--- src/rtl/shift_sequencer_pkg.sv ---
// Shared types and constants for the shift sequencer.
// Holds state encodings, width defaults and the count saturation helper.
package shift_sequencer_pkg;

    localparam int WIDTH_DEF = 8;
    localparam int CNT_W_DEF = 4;

    typedef enum logic [1:0] {
        ST_IDLE  = 2'd0,
        ST_SHIFT = 2'd1,
        ST_DONE  = 2'd2
    } state_e;

    localparam logic [1:0] IDLE  = 2'd0;
    localparam logic [1:0] SHIFT = 2'd1;
    localparam logic [1:0] DONE  = 2'd2;

    // Shifting further than the width cannot change the result further.
    function automatic int sat_count(input int cnt, input int width);
        return (cnt > width) ? width : cnt;
    endfunction

endpackage

--- src/rtl/shift_sequencer_core.sv ---
// Right-shift register with parallel load and external fill bit.
// Load wins over shift when both are requested.
module shift_reg_core #(
    parameter int WIDTH = 8
) (
    input  logic             clk,
    input  logic             reset_n,
    input  logic             load,
    input  logic [WIDTH-1:0] load_data,
    input  logic             shift,
    input  logic             fill,
    output logic [WIDTH-1:0] q
);

    logic [WIDTH-1:0] q_q;
    logic [WIDTH-1:0] q_d;

    always_comb begin
        q_d = q_q;
        if (load) begin
            q_d = load_data;
        end else if (shift) begin
            q_d = {fill, q_q[WIDTH-1:1]};
        end
    end

    always_ff @(posedge clk) begin
        if (!reset_n) begin
            q_q <= '0;
        end else begin
            q_q <= q_d;
        end
    end

    assign q = q_q;

endmodule

--- src/rtl/shift_sequencer.sv ---
// Sequences shift_reg_core through N logical or arithmetic right shifts.
// Jobs arrive and results leave over valid/ready; outputs are Moore.
module shift_sequencer
    import shift_sequencer_pkg::*;
#(
    parameter int WIDTH = WIDTH_DEF,
    parameter int CNT_W = CNT_W_DEF
) (
    input  logic             clk,
    input  logic             reset_n,
    input  logic             in_valid,
    output logic             in_ready,
    input  logic [WIDTH-1:0] in_data,
    input  logic [CNT_W-1:0] in_count,
    input  logic             in_arith,
    output logic             out_valid,
    input  logic             out_ready,
    output logic [WIDTH-1:0] out_data,
    output logic             out_carry,
    output logic             busy
);

    logic [1:0]       state_q;
    logic [1:0]       state_d;
    logic [CNT_W-1:0] remaining_q;
    logic [CNT_W-1:0] remaining_d;
    logic             carry_q;
    logic             carry_d;
    logic             mode_q;
    logic             mode_d;

    logic             load;
    logic             shift;
    logic             fill;
    logic [WIDTH-1:0] q;
    logic [CNT_W-1:0] sat_cnt;

    assign sat_cnt = CNT_W'(sat_count(int'(in_count), WIDTH));
    assign fill    = mode_q & q[WIDTH-1];

    always_comb begin
        state_d     = state_q;
        remaining_d = remaining_q;
        carry_d     = carry_q;
        mode_d      = mode_q;
        load        = 1'b0;
        shift       = 1'b0;
        unique case (state_q)
            IDLE: begin
                if (in_valid) begin
                    load        = 1'b1;
                    mode_d      = in_arith;
                    carry_d     = 1'b0;
                    remaining_d = sat_cnt;
                    state_d     = (sat_cnt == '0) ? DONE : SHIFT;
                end
            end
            SHIFT: begin
                shift       = 1'b1;
                carry_d     = q[0];
                remaining_d = remaining_q - CNT_W'(1);
                if (remaining_q == CNT_W'(1)) begin
                    state_d = DONE;
                end
            end
            DONE: begin
                if (out_ready) begin
                    state_d = IDLE;
                end
            end
            default: begin
                state_d = IDLE;
            end
        endcase
    end

    always_ff @(posedge clk) begin
        if (!reset_n) begin
            state_q     <= IDLE;
            remaining_q <= '0;
            carry_q     <= 1'b0;
            mode_q      <= 1'b0;
        end else begin
            state_q     <= state_d;
            remaining_q <= remaining_d;
            carry_q     <= carry_d;
            mode_q      <= mode_d;
        end
    end

    shift_reg_core #(
        .WIDTH(WIDTH)
    ) u_core (
        .clk      (clk),
        .reset_n  (reset_n),
        .load     (load),
        .load_data(in_data),
        .shift    (shift),
        .fill     (fill),
        .q        (q)
    );

    assign in_ready  = (state_q == IDLE);
    assign out_valid = (state_q == DONE);
    assign busy      = (state_q == SHIFT) || (state_q == DONE);
    assign out_data  = q;
    assign out_carry = carry_q;

endmodule

--- config.mk ---
export PLATFORM = sky130hd
export DESIGN_NAME = shift_sequencer
export DESIGN_NICKNAME = d
export VERILOG_FILES = /design/src/rtl/shift_sequencer_pkg.sv /design/src/rtl/shift_sequencer_core.sv /design/src/rtl/shift_sequencer.sv
export SDC_FILE = /design/constraint.sdc
export NUM_CORES = 1
export LEC_CHECK = 0
export ABC_AREA = 1
export CORE_ASPECT_RATIO = 0.9
export CORE_UTILIZATION = 40
export CTS_CLUSTER_DIAMETER = 30
export DETAILED_ROUTE_END_ITERATION = 10
export GPL_TIMING_DRIVEN = 0
export HOLD_SLACK_MARGIN = 0.05
export PLACE_DENSITY = 0.72
export SLEW_MARGIN = 20
export SYNTH_ARGS = -nofsm -noshare
export SYNTH_HDL_FRONTEND = slang
export SYNTH_SLANG_ARGS = --single-unit
--- constraint.sdc ---
create_clock -name clk -period 1.26 [get_ports clk]
set_input_delay 0.252 -clock clk [delete_from_list [all_inputs] [get_ports clk]]
set_output_delay 0.252 -clock clk [all_outputs]
set_load 0.02 [all_outputs]
**Word level (Yosys, flattened, before mapping)**

Index checks and enable logic that the tools add are counted.

- Bitwise logic cells: 1
- Multiply operators: 0
- Shifts and indexed selects: 0
- Divide/modulo/power cells: 0
- Add/subtract/negate cells: 1
- Magnitude comparators: 1
- Equality and inequality tests: 6
- Reductions and logical operators: 8
- Multiplexer cells: 15

Operators by type and width:

| cell | count |
|---|---|
| 8-bit two-way mux | 2 |
| 2-bit two-way mux | 4 |
| 4-bit two-way mux | 2 |
| 4-bit case mux with 2 select lines | 1 |
| 2-bit case mux with 3 select lines | 1 |
| 4-bit by 1-bit == test with 1-bit output (second input constant) | 1 |
| 4-bit greater-than comparator (second input constant) | 1 |
| 4-bit logical NOT | 1 |
| 1-bit two-way mux | 4 |
| 2-bit != test (second input constant) | 2 |
| 2-bit AND reduction | 2 |
| 2-bit nonzero test | 2 |
| 4-bit by 1-bit subtractor with 4-bit output (second input constant) | 1 |
| 3-bit AND reduction | 1 |
| 2-bit by 1-bit == test with 1-bit output (second input constant) | 1 |
| 2-bit == test (second input constant) | 1 |
| 2-bit logical NOT | 1 |
| 2-bit by 1-bit != test with 1-bit output (second input constant) | 1 |
| 1-bit case mux with 2 select lines | 1 |
| 1-bit bitwise AND | 1 |
| 1-bit logical OR | 1 |

- Input bits: 17
- Register bits: 16
- Logic and storage cells: 37
- Output and inout port bits: 12
- ROM bits: 0
- Bits in writable memories: 0
- Memories: 0
- Latch bits: 0

**Logic depth before layout (Yosys ltp)**

- Depth after elaboration: 6
- Mapped depth: 10
- Depth with buffers taken out: 9

**Hierarchy**

From an unflattened synthesis, not the netlist that was laid out.

- Cell total of the unflattened synthesis: 144
- Area total of the unflattened synthesis: 954.7 um^2

Modules (own cells, without submodules):

| module | cells each | sequential area each (um^2) | area each (um^2) | times used |
|---|---|---|---|---|
| shift_sequencer | 78 | 160.2 | 535.5 | 1 |
| shift_reg_core | 66 | 160.2 | 419.2 | 1 |

**Worst setup path before layout**

OpenSTA, ideal clock, no wires.

- Path kind: register to register
- Start point: register state_q[0]
- End point: register u_core.q_q[6] (netlist: u_core.q[6])
- Path slack: -0.141 ns
- Stages on the path, launching flop included: 11
- Buffers on the path: 1
- Required time: 1.150 ns
- Setup time: 0.110 ns
- Clock period less this slack: 1.401 ns
- Data arrival time: 1.291 ns
- Cells stage by stage: dfxtp_1 inv_1 ha_1 nand2_4 inv_2 buf_6 nor2_4 nand2_1 nand3_1 nand2_1 inv_1

- Cells in the longest elaborated chain, start to end: 3
- Elaborated cells on any way between the ends: 6
- Those cells by class: eq/ne: 1; mux: 3; reduce/logical: 2

Ends and longest elaborated chain:

| element | line | text |
|---|---|---|
| start, declared | shift_sequencer.sv:23 | `logic [1:0] state_q;` |
| start signal, assigned | shift_sequencer.sv:84 | `state_q <= state_d;` |
| 2-bit logical NOT * | - |  |
| net in_ready | shift_sequencer.sv:12 | `output logic in_ready,` |
| 1-bit two-way mux * | shift_sequencer.sv:48 | `unique case (state_q)` |
| 8-bit two-way mux / 2-bit nonzero test (equally long branches) | - |  |
| end signal, assigned | shift_sequencer_core.sv:31 | `q_q <= q_d;` |
| end, declared | shift_sequencer_core.sv:15 | `logic [WIDTH-1:0] q_q;` |

Mark *: on every way through the listed nets, which the timed path passes. The rest lies on a longest branch.
A chain may end at the register's enable or synchronous reset.

**Worst setup path after layout**

- Start point: register state_q[1]
- End point: output busy

- Cells in the longest elaborated chain, start to end: 2
- Elaborated cells on any way between the ends: 3
- Those cells by class: eq/ne: 2; reduce/logical: 1

Ends and longest elaborated chain:

| element | line | text |
|---|---|---|
| 2-bit by 1-bit == test with 1-bit output / 2-bit == test (equally long branches) | shift_sequencer.sv:105 | `assign busy = (state_q == SHIFT) \|\| (state_q == DONE);` |
| 1-bit logical OR * | shift_sequencer.sv:105 |  |
| end, declared | shift_sequencer.sv:20 | `output logic busy` |

Mark *: on every way between the ends. The rest lies on a longest branch, timed or not.

==> reports/metrics.csv <==
stage,metric,value,unit
pwr,vdd_drop_max,1.68,mV
sta,finalCriticalPeriod,1.33,ns
pwr,power_density,2360,nW/um^2
place,hpwl,1620,um
routing,remaining_drc_errors,0,
sta,fin_ws,-0.0677,ns
routing,ant_nets,0,
worst_setup_path,endpoint_kind,output port,
worst_setup_path,reg2reg_slack,-0.03,ns
grt,grt_pass1_wl,3680,um
sta,fmax,753,MHz
final_layout,drive_gt1_frac,0.316,
worst_setup_path,path_class,register to output port,
clocking,cts_hold_buf,0,
yosys,syn-num-nets,151,
yosys,yosys.cell_types.count,22,
sta,skew,0.00199,ns
grt,grt_overflow,0,
routing,viasPerCell,5.04,
clocking,cts_buffer_depth,2,
routing,wl,2470,um
final_layout,fill_cells,161,
place,placed_area,1210,um^2
final_layout,final_cell_mix,"nand2_1, clkdlybuf4s50_1, dfxtp_1",
floorplanning,core,2010,um^2
sta,rsz0062_at_grt,yes,
yosys,yosys_warnings,0,
clocking,h-tree-depth,1,
grt,antenna_found_initial,0,
yosys,synth_area,888,um^2
sta,finalCritPeriodShare,1.05,
place,dp_slack,-0.259,ns
grt,grt_use_total,0.215,
routing,routedWlPerCell,12.6,um
sta,hold_violations,0,
clocking,clkSlewWorstSetupHoldPaths,0.10,ns
clocking,clockRootBuffer,clkbuf_4,
sta,finalSetupViolations,9,
worst_setup_path,cp-start-kind,register,
worst_setup_path,critPathMaxFanout,3,
clocking,cts_tree,built,
floorplanning,fp.dieW,51.7,um
clocking,cts_buffers,3,
worst_setup_path,required,1.01,ns
yosys,syn_inst,129,
run,maxCapViolCount,0,
floorplanning,start_util,0.442,
sta,worst_pin_slew,0.224,ns
final_layout,area_delta_synth_final,62.3,%
floorplanning,top_level_ports,29,
floorplanning,dieHeight,46.7,um
routing,drt_iter0_markers,16,
routing,num_vias,987,
final_layout,antennaDiodeCount,0,
final_layout,final_cell_area,1440,um^2
clocking,cts.sink_count,16,
yosys,synth-seq-area-share,0.361,
sta,setup_tns,-0.236,ns
sta,timing.slew.headroom,0.851,
floorplanning,dieArea,2410,um^2
grt,grt_pass1_vias,822,
run_status,violations,negative setup slack,
grt,grt_max_degree,11,
floorplanning,rows,15,
final_layout,nNetsFinal,194,
worst_hold_path,hold_path.class,register to register,
sta,drv_slew,0,
final_layout,final_common_cell,nand2_1,
clocking,clk_latency,0.29,ns
yosys,synth.avg_cell_area,6.89,um^2
worst_setup_path,arrival,1.08,ns
yosys,synth-seq-cells,16,
run_status,status,finished with violations,
place,place.gp.congestion,0.725,
pwr,p_leak,0.666,nW
place,numPortBuffers,28,
routing,first_pass_iters,4,
worst max-delay path: stages, from the launching register on:
cell and delay, ns:
dfxtp_2 0.37, inv_4 0.05, ha_4 0.26, buf_6 0.10
layer usage:
metal | up-vias | GRT usage | part of all wire
li1 | 494 | - | -
met1 | 458 | 0.269 | 0.46
met2 | 30 | 0.356 | 0.48
met3 | 5 | 0.0627 | 0.044
met4 | 0 | 0.0811 | 0.015
met5 | - | 0 | 0
kinds of logic (layout without fill, tap and decap cells):
group	Yosys count	count (layout)	share of synthesized area
flip-flops	16	16	0.361
XOR/XNOR	1	1	0.00986
adder cells (fa/ha/maj)	5	5	0.0704
AND/OR/NAND/NOR	65	65	0.334
buffers and inverters	22	64	0.104
AO/OA/AOI/OAI	20	20	0.121
final timing paths:
kind	endpoint	depth (start not counted)	start
min reg2reg	out_carry$_SDFFE_PN0P_	2	out_carry$_SDFFE_PN0P_
max reg2reg	remaining_q[3]$_SDFFE_PN0P_	9	state_q[0]$_SDFFE_PN0P_
max	busy	3	state_q[1]$_SDFFE_PN0P_
min	out_carry$_SDFFE_PN0P_	2	out_carry$_SDFFE_PN0P_
cells in the mapped netlist:
cell type	instances	share of area
nand2_1	33	0.14
dfxtp_1	16	0.36
inv_1	15	0.063
nand3_1	13	0.073
nor2_1	12	0.051
a21oi_1	8	0.045
o21ai_0	6	0.034
ha_1	5	0.070
a31oi_1	4	0.028
inv_2	3	0.013
buf_2	2	0.011
nand2_4	2	0.025
a22oi_1	1	0.0085
buf_6	1	0.013
clkbuf_1	1	0.0042
nand2_2	1	0.0070
nand3_2	1	0.011
nor2_2	1	0.0070
nor2_4	1	0.013
o21ai_1	1	0.0056
or2_1	1	0.0070
xor2_1	1	0.0099
layout make-up:
cell class,count,area (um^2),share of cell area
Buffer,4,51.3,0.0356
Sequential cell,16,323,0.224
Clock buffer,4,36.3,0.0252
Inverter,18,75.1,0.0521
Tap cell,25,31.3,0.0217
Multi-Input combinational cell,91,574,0.398
Timing Repair Buffer,38,350,0.243
power breakdown:
part	switching, mW	internal [mW]	leakage (nW)
clock	0.176	0.176	0.0210
sequential	0.140	0.668	0.132
combinational	1.20	1.05	0.513
flip-flops by register name (all words and copies together), names as in the netlist:
register / cells
out_carry: 1
state_q: 2
remaining_q: 4
u_core.q: 8
mode_q: 1
stage by stage:
| step | total power, mW | std cells | utilization | hold WS (ns) |
|---|---|---|---|---|
| global placement | 2.34 | 182 | 0.604 | 0.456 |
| global route | 3.64 | 196 | 0.718 | 0.486 |
| floorplan | 1.91 | 129 | - | 0.390 |
| finish | 3.41 | 196 | 0.718 | 0.462 |
| CTS | 3.05 | 189 | 0.669 | 0.470 |
| detailed placement | 2.39 | 182 | 0.604 | 0.459 |
what timing repair did:
item,4_1_cts,5_1_grt
gates cloned,2,0
buffers inserted,1,7
endpoints found under the setup margin,27,26
pin swaps,3,10
gates resized for setup,51,34
Power figures use the tool's default switching activity.
